File: src/rtl/kfx86_iterative_shifter_pkg.sv
// Shared definitions for the KFX86 shift/rotate engine.
// Contents: the flags_t payload, the 3-bit shift opcodes, the FSM state
// encoding, and a helper that classifies an opcode as a shift.
package kfx86_iterative_shifter_pkg;

    // Architectural flags carried alongside ALU/shifter results.
    typedef struct packed {
        logic o;
        logic d;
        logic i;
        logic t;
        logic s;
        logic z;
        logic a;
        logic p;
        logic c;
    } flags_t;

    localparam logic [2:0] OP_ROL = 3'd0;
    localparam logic [2:0] OP_ROR = 3'd1;
    localparam logic [2:0] OP_RCL = 3'd2;
    localparam logic [2:0] OP_RCR = 3'd3;
    localparam logic [2:0] OP_SHL = 3'd4;
    localparam logic [2:0] OP_SHR = 3'd5;
    localparam logic [2:0] OP_SAL = 3'd6;
    localparam logic [2:0] OP_SAR = 3'd7;

    localparam logic [1:0] STATE_IDLE  = 2'd0;
    localparam logic [1:0] STATE_SHIFT = 2'd1;
    localparam logic [1:0] STATE_DONE  = 2'd2;

    // Opcodes 4..7 are true shifts; they rewrite s, z and p.
    function automatic logic is_shift(input logic [2:0] op);
        return op[2];
    endfunction

endpackage

File: src/rtl/kfx86_shift_step.sv
// Single-bit shift/rotate step (purely combinational).
// Ports:
//   opcode      shift opcode
//   select_word 1 = DATA_WIDTH operand, 0 = byte operand in bits [7:0]
//   v, c        working value and carry before the step
//   v_next_c    working value after the step (bits above the operand are 0)
//   c_next_c    carry after the step
//   o_c         overflow as it would be reported if this is the final step
module kfx86_shift_step
    import kfx86_iterative_shifter_pkg::*;
#(
    parameter int unsigned DATA_WIDTH = 16
) (
    input  logic [2:0]            opcode,
    input  logic                  select_word,
    input  logic [DATA_WIDTH-1:0] v,
    input  logic                  c,
    output logic [DATA_WIDTH-1:0] v_next_c,
    output logic                  c_next_c,
    output logic                  o_c
);

    localparam int unsigned DW = DATA_WIDTH;

    logic [DW-1:0] vw;
    logic          cw;
    logic [7:0]    vb;
    logic          cb;
    logic          msb_new;
    logic          msb2_new;
    logic          msb_old;

    // Word-width and byte-width results are formed side by side and muxed.
    always_comb begin
        vw = v;
        cw = c;
        vb = v[7:0];
        cb = c;
        case (opcode)
            OP_ROL: begin
                cw = v[DW-1];
                vw = {v[DW-2:0], v[DW-1]};
                cb = v[7];
                vb = {v[6:0], v[7]};
            end
            OP_ROR: begin
                cw = v[0];
                vw = {v[0], v[DW-1:1]};
                cb = v[0];
                vb = {v[0], v[7:1]};
            end
            OP_RCL: begin
                {cw, vw} = {v, c};
                {cb, vb} = {v[7:0], c};
            end
            OP_RCR: begin
                {vw, cw} = {c, v};
                {vb, cb} = {c, v[7:0]};
            end
            OP_SHL, OP_SAL: begin
                {cw, vw} = {v, 1'b0};
                {cb, vb} = {v[7:0], 1'b0};
            end
            OP_SHR: begin
                {vw, cw} = {1'b0, v};
                {vb, cb} = {1'b0, v[7:0]};
            end
            OP_SAR: begin
                {vw, cw} = {v[DW-1], v};
                {vb, cb} = {v[7], v[7:0]};
            end
            default: begin
                vw = v;
                cw = c;
                vb = v[7:0];
                cb = c;
            end
        endcase
    end

    assign v_next_c = select_word ? vw : DW'(vb);
    assign c_next_c = select_word ? cw : cb;
    assign msb_new  = select_word ? vw[DW-1] : vb[7];
    assign msb2_new = select_word ? vw[DW-2] : vb[6];
    assign msb_old  = select_word ? v[DW-1]  : v[7];

    // Overflow depends only on the last step taken.
    always_comb begin
        o_c = 1'b0;
        case (opcode)
            OP_ROL, OP_RCL, OP_SHL, OP_SAL: o_c = c_next_c ^ msb_new;
            OP_ROR, OP_RCR:                 o_c = msb_new ^ msb2_new;
            OP_SHR:                         o_c = msb_old;
            default:                        o_c = 1'b0;
        endcase
    end

endmodule

File: src/rtl/kfx86_iterative_shifter.sv
// Multi-cycle shift/rotate engine: one bit-step per clock, start/busy/done
// handshake towards the microcode sequencer.
// Ports:
//   clock, reset     rising-edge clock, asynchronous active-high reset
//   start            request, sampled only while idle
//   opcode           ROL/ROR/RCL/RCR/SHL/SHR/SAL/SAR
//   select_word      1 = DATA_WIDTH operand, 0 = byte operand
//   source, count    operand and shift count
//   source_flags     flags before the operation
//   busy             high while bit-steps are in progress
//   done             one-cycle pulse, out/out_flags valid
//   out, out_flags   result, held until the next completion
module kfx86_iterative_shifter
    import kfx86_iterative_shifter_pkg::*;
#(
    parameter int unsigned DATA_WIDTH  = 16,
    parameter int unsigned COUNT_WIDTH = 8,
    parameter int unsigned MASK_COUNT  = 0
) (
    input  logic                   clock,
    input  logic                   reset,
    input  logic                   start,
    input  logic [2:0]             opcode,
    input  logic                   select_word,
    input  logic [DATA_WIDTH-1:0]  source,
    input  logic [COUNT_WIDTH-1:0] count,
    input  flags_t                 source_flags,
    output logic                   busy,
    output logic                   done,
    output logic [DATA_WIDTH-1:0]  out,
    output flags_t                 out_flags
);

    localparam int unsigned DW = DATA_WIDTH;
    localparam int unsigned CW = COUNT_WIDTH;

    logic [1:0]    state_q,     state_d;
    logic [2:0]    op_q,        op_d;
    logic          word_q,      word_d;
    logic [DW-1:0] v_q,         v_d;
    logic          c_q,         c_d;
    flags_t        flags_q,     flags_d;
    logic [CW-1:0] remaining_q, remaining_d;
    logic          busy_d;
    logic          done_d;
    logic [DW-1:0] out_d;
    flags_t        out_flags_d;

    logic [DW-1:0] source_masked;
    logic [CW-1:0] effective_count;
    logic [DW-1:0] step_v;
    logic          step_c;
    logic          step_o;
    logic          step_msb;
    flags_t        result_flags;

    assign source_masked   = select_word ? source : DW'(source[7:0]);
    assign effective_count = (MASK_COUNT != 0) ? CW'(count[4:0]) : count;

    kfx86_shift_step #(
        .DATA_WIDTH (DW)
    ) u_step (
        .opcode      (op_q),
        .select_word (word_q),
        .v           (v_q),
        .c           (c_q),
        .v_next_c    (step_v),
        .c_next_c    (step_c),
        .o_c         (step_o)
    );

    assign step_msb = word_q ? step_v[DW-1] : step_v[7];

    // Flags reported when the current step is the final one.
    always_comb begin
        result_flags   = flags_q;
        result_flags.c = step_c;
        result_flags.o = step_o;
        if (is_shift(op_q)) begin
            result_flags.s = step_msb;
            result_flags.z = (step_v == '0);
            result_flags.p = ~^step_v[7:0];
        end
    end

    // Next-state and registered-output logic.
    always_comb begin
        state_d     = state_q;
        op_d        = op_q;
        word_d      = word_q;
        v_d         = v_q;
        c_d         = c_q;
        flags_d     = flags_q;
        remaining_d = remaining_q;
        out_d       = out;
        out_flags_d = out_flags;
        busy_d      = 1'b0;
        done_d      = 1'b0;
        case (state_q)
            STATE_IDLE: begin
                if (start) begin
                    op_d        = opcode;
                    word_d      = select_word;
                    v_d         = source_masked;
                    c_d         = source_flags.c;
                    flags_d     = source_flags;
                    remaining_d = effective_count;
                    if (effective_count == '0) begin
                        state_d     = STATE_DONE;
                        out_d       = source_masked;
                        out_flags_d = source_flags;
                    end else begin
                        state_d = STATE_SHIFT;
                    end
                end
            end
            STATE_SHIFT: begin
                v_d         = step_v;
                c_d         = step_c;
                remaining_d = remaining_q - CW'(1);
                if (remaining_q == CW'(1)) begin
                    state_d     = STATE_DONE;
                    out_d       = step_v;
                    out_flags_d = result_flags;
                end
            end
            STATE_DONE: begin
                state_d = STATE_IDLE;
            end
            default: begin
                state_d = STATE_IDLE;
            end
        endcase
        busy_d = (state_d == STATE_SHIFT);
        done_d = (state_d == STATE_DONE);
    end

    always_ff @(posedge clock or posedge reset) begin
        if (reset) begin
            state_q     <= STATE_IDLE;
            op_q        <= 3'd0;
            word_q      <= 1'b0;
            v_q         <= '0;
            c_q         <= 1'b0;
            flags_q     <= '0;
            remaining_q <= '0;
            busy        <= 1'b0;
            done        <= 1'b0;
            out         <= '0;
            out_flags   <= '0;
        end else begin
            state_q     <= state_d;
            op_q        <= op_d;
            word_q      <= word_d;
            v_q         <= v_d;
            c_q         <= c_d;
            flags_q     <= flags_d;
            remaining_q <= remaining_d;
            busy        <= busy_d;
            done        <= done_d;
            out         <= out_d;
            out_flags   <= out_flags_d;
        end
    end

endmodule

File: config.mk
export PLATFORM = sky130hd
export DESIGN_NAME = kfx86_iterative_shifter
export DESIGN_NICKNAME = d
export VERILOG_FILES = /design/src/rtl/kfx86_iterative_shifter_pkg.sv /design/src/rtl/kfx86_shift_step.sv /design/src/rtl/kfx86_iterative_shifter.sv
export SDC_FILE = /design/constraint.sdc
export NUM_CORES = 1
export LEC_CHECK = 0
export ABC_AREA = 1
export ABC_CLOCK_PERIOD_IN_PS = 5400
export BUFFER_PORTS_ARGS = -buffer_cell sky130_fd_sc_hd__buf_2
export CAP_MARGIN = 20
export CORE_AREA = 2 2 60 105
export DETAILED_ROUTE_END_ITERATION = 8
export DIE_AREA = 0 0 62 107
export PLACE_DENSITY = 0.86
export SETUP_SLACK_MARGIN = 0.02
export SLEW_MARGIN = 20
export SYNTH_ARGS = -nofsm -noshare
export SYNTH_HDL_FRONTEND = slang
export SYNTH_SLANG_ARGS = --single-unit
export TNS_END_PERCENT = 1
File: constraint.sdc
create_clock -name clock -period 5.4 [get_ports clock]
set_input_delay 0 -clock clock [delete_from_list [all_inputs] [get_ports clock]]
set_output_delay 0 -clock clock [all_outputs]
set_load 0.005 [all_outputs]
==> metrics, run 1 <==
outcome finished clean; Worst Tran Pin Value 0.830 ns; dpl hpwl 5.87 mm; Worst EP arrival 3.09 ns; sequential power share 54.3%; Finished Layout Cells 596; mapped cell area 3350 sq um; # DRC 0; Buf/Inv on CP 2; via/cell ratio 5.56; slowest stage delay, CP 0.64 ns; Area Growth Syn to Fin 24.6%; CP startpoint kind flop; Mean Syn Cell Area 7.85 sq um; reg2reg path depth 9; max cap viols 0; drt first pass iters 5; cts repair resizes 0; n_diodes 0; setup bufs post-CTS 0; Crit-path slowest cell nor2_2; Total Wirelength 8.78 mm; logic gate share of total power 5.3%; placed cell count 551; Reg-to-Reg Start state_q[1]$_DFF_PP0_; GPL Wtd Cong 0.899; critical path launch point state_q[1]$_DFF_PP0_; WL/cell about 15 um; number of hold buffers added after CTS 31; synthesized flop and latch total 65; total number of vias 3,315; register area approximately 1600 sq um; DRT iter0 DRCs about 280; Leak 0.00218 uW; htree depth 3; Switching Fraction 21.9%; VDD IR max 149 uV; Final nets 561; CP cell instances inv_1, nand2_1, nor2_2, nor2_4, nor2_1, nand2_2, inv_2, o21ai_1, o22a_1; RSZ-0062 raised after global routing no; Die ar. ~6600 sq um; initial core utilization 57.8%; initial antenna violation count 0; Slew Limit Fails 0; CP max FO 45; Root Buffer clkbuf_8; final period utilization a little over half; final hold vios 0; Fmax 350 MHz; vias in the first global route approximately 3.3k; NetSw 197 uW; CP Class flop to flop; Sum Neg Setup Slack 0 ns; Remaining Overflow, GRT 0; Setup crit end out_flags[3]$_DFFE_PP0P_; post-synthesis sequential area ratio 48.6%; IO buf count 66; final clock skew 0.00860 ns; io pins 67; Clock power frac between 40 and 50%; worst skew pair latency 0.35 ns; critical path endpoint category flop; Slew HR between 40% and 50%; commonest non-fill, non-tap cell in the layout nand2_1; core area between 5000 and 6000 sq um; crit-path leading delay family simple AND/OR/NAND/NOR gates; Final setup viols 0; CTS sink count 65; pwr/cell area 215 nW/um^2; cell count after synthesis 426; Yosys warnings 0; Critical Path RT 5.64 ns; post-layout minimum cycle time between 2 and 3 ns; first-pass GRT wire length 14.3 mm; Min-Delay Path Class primary input to flop; Multi-input gate area roughly 1500 sq um; DIE WIDTH 62 um; clock buffer depth 2; layout cells sized above 1 around 17%; Chip Height 107 um; Global Route Usage Sum 29.0%; FF-to-FF End out_flags[3]$_DFFE_PP0P_; Internal Power 700 uW; total CTS buffers 9; most frequent cells in the layout nand2_1, buf_2, dfrtp_1; Fillers 433; Distinct cells, synth 30; CTS tree yes; Row Count 37; pin count of the biggest net entering global routing 66; Worst-path clk slew 0.07 ns; syn_nets 472; final antenna-violating net count 0; Stages on worst setup path 9; r2r setup slk 2.55 ns
## registers in the layout, indices dropped and copies added, names as in the netlist
signal       flops
out             16
v_q             16
word_q           1
op_q             3
busy             1
out_flags        9
state_q          2
done             1
flags_q          7
remaining_q      8
c_q              1
## cells in the mapped netlist (all sizes together)
cell / instances / area (sq um)
nor3: 3 / 15.0
mux2i: 4 / 40.0
o211ai: 5 / 37.5
o21ai: 69 / 349
a2bb2oi: 2 / 17.5
dfrtp: 65 / 1630
nand4: 5 / 31.3
nand3: 23 / 115
buf: 9 / 45.0
nand2: 119 / 449
nand3b: 1 / 7.51
inv: 41 / 154
xnor2: 3 / 26.3
a21oi: 11 / 55.1
ha: 6 / 75.1
o22ai: 2 / 12.5
or2: 1 / 6.26
nor2: 31 / 134
a221oi: 1 / 8.76
clkbuf: 11 / 41.3
o22a: 1 / 8.76
o221ai: 3 / 26.3
o31ai: 1 / 7.51
a31oi: 9 / 56.3
## through the flow
step | hold slack (ns) | setup slack (ns) | power (uW) | util, % | instance area, sq um
after floorplan | 0.117 | 3.62 | 506 | - | 3350
after CTS | 0.00239 | 2.57 | 900 | 72.0 | 4170
after detailed placement | 0.219 | 2.60 | 526 | 63.8 | 3690
after global placement | 0.227 | 2.69 | 525 | 63.8 | 3690
final | 0.00179 | 2.55 | 897 | 72.0 | 4170
after global routing | 0.0306 | 2.27 | 925 | 72.0 | 4170
## metal layers
layer	vias up	track usage [%]	part of all wire, %
li1	1591	-	-
met1	1551	33.3	38
met2	137	48.6	53
met3	36	5.43	4.7
met4	0	15.0	3.9
met5	-	0	0
## worst register-to-register path, stage by stage (launching register included)
cell	delay (ns)
dfrtp_1	0.41
inv_1	0.08
nand2_1	0.09
nor2_2	0.64
nor2_4	0.30
nor2_1	0.21
nand2_2	0.45
inv_2	0.29
o21ai_1	0.09
o22a_1	0.18
## cell type report
cell class | count | share of cell area, %
Tap cell | 78 | 2.34
Inverter | 41 | 3.69
Clock buffer | 14 | 3.90
Multi-Input combinational cell | 300 | 35.5
Sequential cell | 65 | 39.0
Timing Repair Buffer | 98 | 15.6
## logic make-up (layout without fill, tap and decap cells)
kind of cell / after synthesis / in the layout / synth area share [%]
xor+xnor: 3 / 3 / 0.785
simple gates: 183 / 183 / 22.7
fa+ha+maj: 6 / 6 / 2.24
buf+inv: 61 / 153 / 7.18
mux: 4 / 4 / 1.20
flops: 65 / 65 / 48.6
compound gates: 104 / 104 / 17.3
## power groups by stage
stage               registers [uW]  logic [uW]  clock network [uW]
finish                         487        47.1                 363
global route                   486        51.8                 386
CTS                            487        46.9                 366
detailed placement             496        29.8                   0
global placement               496        29.4                   0
floorplan                      496        9.73                   0
## how the worst min path moves through the flow
stage,cells after the start,slack (ns),to,from
2_1_floorplan,2,0.12,flags_q[2]$_DFFE_PP0P_,source_flags[2]
3_3_place_gp,3,0.23,op_q[2]$_DFFE_PP0P_,opcode[2]
3_5_place_dp,3,0.22,op_q[2]$_DFFE_PP0P_,opcode[2]
4_1_cts,3,0.002,out[15]$_DFFE_PP0P_,source[15]
5_1_grt,3,0.03,out[15]$_DFFE_PP0P_,source[15]
6_report,3,0.002,out[15]$_DFFE_PP0P_,source[15]
Power figures use the tool's default switching activity.
==> inputs of run 2 (changes only) <==
- ABC_CLOCK_PERIOD_IN_PS: 5400 -> 2550
- CORE_AREA: 2 2 60 105 -> 2 2 65 114
- DIE_AREA: 0 0 62 107 -> 0 0 67 116
- PLACE_DENSITY: 0.86 -> 0.78
- clock period: 5.4 -> 2.55 ns (I/O delays scaled with it)
==> metrics, run 2 (same netlist as run 1, synthesis figures left out) <==
RSZ-0062 raised after global routing no; Critical Path RT 2.79 ns (-2.85 ns); biggest regs out x16, v_q x16, out_flags x9; final hold vios 0 (unchanged); final clock skew 0.00634 ns (-0.00226 ns); Sum Neg Setup Slack 0 ns (unchanged); CP cell instances inv_1, nand2_1, nand2_1, inv_1, o21ai_0, ha_1, xnor2_1, xnor2_1, o21ai_0, a2bb2oi_1; IO buf count 66 (unchanged); drt first pass iters 5 (unchanged); Worst Tran Pin Value 0.712 ns (-0.118 ns); Remaining Overflow, GRT 0 (unchanged); Stages on worst setup path 10 (+1); CP Class flop to flop; initial core utilization 49.2% (-8.7 points); Total Wirelength 8.90 mm (+1.4%); Final setup viols 0 (unchanged); Global Route Usage Sum 25.6% (-3.4 points); vias in the first global route 3,236 (-0.58%); pin count of the biggest net entering global routing 66 (unchanged); Root Buffer clkbuf_16; via/cell ratio 5.42 (-2.6%); Clock power frac 52.2% (+12 points); CP startpoint kind flop; Min-Delay Path Class primary input to flop; n_diodes 0 (unchanged); setup bufs post-CTS 0 (unchanged); Chip Height 116 um (+8.4%); NetSw 467 uW (+140%); slowest stage delay, CP 0.40 ns (-0.24 ns); total number of vias 3,233 (-2.5%); worst skew pair latency 0.33 ns (-0.02 ns); Worst-path clk slew 0.05 ns (-0.02 ns); Post-DP Area 3740 sq um (+1.4%); Fillers 621 (+43%); placed cell count 561 (+1.8%); Final nets 555 (-1.1%); reg2reg path depth 10 (+1); pwr/cell area 552 nW/um^2 (+160%); total CTS buffers 9 (unchanged); DIE WIDTH 67 um (+8.1%); post-layout minimum cycle time 2.31 ns (-0.542 ns); Row Count 40 (+8.1%); layout cells sized above 1 18.5% (+1.5 points); max cap viols 0 (unchanged); io pins 67 (unchanged); CTS sink count 65 (unchanged); commonest non-fill, non-tap cell in the layout nand2_1; Fin Hold WS 0.00386 ns (+0.00207 ns); DRT iter0 DRCs 217 (-24%); GPL Wtd Cong 0.893 (-0.67%); CP max FO 12 (-73%); core area 6810 sq um (+18%); final antenna-violating net count 0 (unchanged); Crit-path slowest cell dfrtp_1; Leak 0.00223 uW (+2.1%); Buf/Inv on CP 2 (unchanged); outcome finished clean; WL/cell 14.9 um (+1.2%); clock buffer depth 2 (unchanged); CTS tree yes; Fmax 432 MHz (+23%); initial antenna violation count 0 (unchanged); Internal Power 1880 uW (+170%); sequential power share 44.0% (-10 points); Slew Limit Fails 0 (unchanged); Area Growth Syn to Fin 27.1%; Die ar. 7770 sq um (+17%); # DRC 0 (unchanged); Finished Layout Cells 597 (+0.17%); Switching Fraction 19.9% (-2.0 points); crit-path leading delay family compound AO/OA/AOI/OAI gates; dpl hpwl 6.14 mm (+4.6%); Hold Path Depth 3 (unchanged); critical path endpoint category flop; final period utilization 90.7% (+38 points); VDD IR max 400 uV (+170%); most frequent cells in the layout nand2_1, buf_2, dfrtp_1; Slew HR 52.4% (+7.9 points); logic gate share of total power 3.8% (-1.5 points); Worst EP arrival 2.56 ns (-0.53 ns); htree depth 3 (unchanged); final instance area 4250 sq um (+2.0%); first-pass GRT wire length 14.9 mm (+3.8%)
==> run 2: cell types whose count changed in the layout (fill, tap and decap cells not counted), sizes merged <==
cell         before  now
dlygate4sd3      31   21
buf              67   71
bufinv            0    1
clkinv            0    2
clkbuf           14   12
==> run 2: worst paths after layout <==
path / from / to / slack [ns]
hold / removal: source[13] / out[13]$_DFFE_PP0P_ / 0.004
setup reg to reg: word_q$_DFFE_PP0P_ / out_flags[1]$_DFFE_PP0P_ / 0.24
max in group asynchronous: reset / out[13]$_DFFE_PP0P_ / 1.98
min in group asynchronous: reset / out[8]$_DFFE_PP0P_ / 0.26
hold reg to reg: flags_q[2]$_DFFE_PP0P_ / flags_q[2]$_DFFE_PP0P_ / 0.47
setup / recovery: word_q$_DFFE_PP0P_ / out_flags[1]$_DFFE_PP0P_ / 0.24
==> run 2: power by group through the flow <==
| stage | logic, uW | clock network, uW | registers, uW |
|---|---|---|---|
| detailed placement | 66.8 | 0 | 1050 |
| global placement | 65.7 | 0 | 1050 |
| finish | 90.0 | 1220 | 1030 |
| global route | 101 | 1290 | 1030 |
| floorplan | 20.6 | 0 | 1050 |
| CTS | 91.5 | 1230 | 1030 |
==> run 2: cell type report <==
type                       count  area, sq um  share of cell area [%]
inverter                      41          154                    3.62
tap                           84          105                    2.47
clock buffer                  12          256                    6.03
multi-input combinational    300         1480                    34.8
timing repair buffer          92          591                    13.9
clock inverter                 3         40.0                   0.942
sequential                    65         1630                    38.3
==> run 2: timing repair <==
item	CTS	global route
hold buffers	21	0
resized for setup	0	0
endpoints found under the hold margin	90	0
==> run 2: metrics by stage <==
step                      utilization (%)  power [uW]  setup slack, ns
after floorplan                         -        1070            0.767
after global placement               55.0        1120            0.217
after detailed placement             55.0        1120            0.241
after CTS                            62.5        2360            0.205
after global routing                 62.5        2420           0.0802
final                                62.5        2350            0.238
==> run 2: routing by layer <==
metal,global-route usage [%],wire (um),share of wire [%]
met1,28.8,3280,37
met3,4.27,426,4.8
met5,0,0,0
met4,15.1,327,3.7
met2,44.4,4860,55
==> run 2: tightest hold or removal path, stage by stage <==
cell and delay [ns]:
buf_2 0.08, a31oi_1 0.09, o21ai_1 0.12
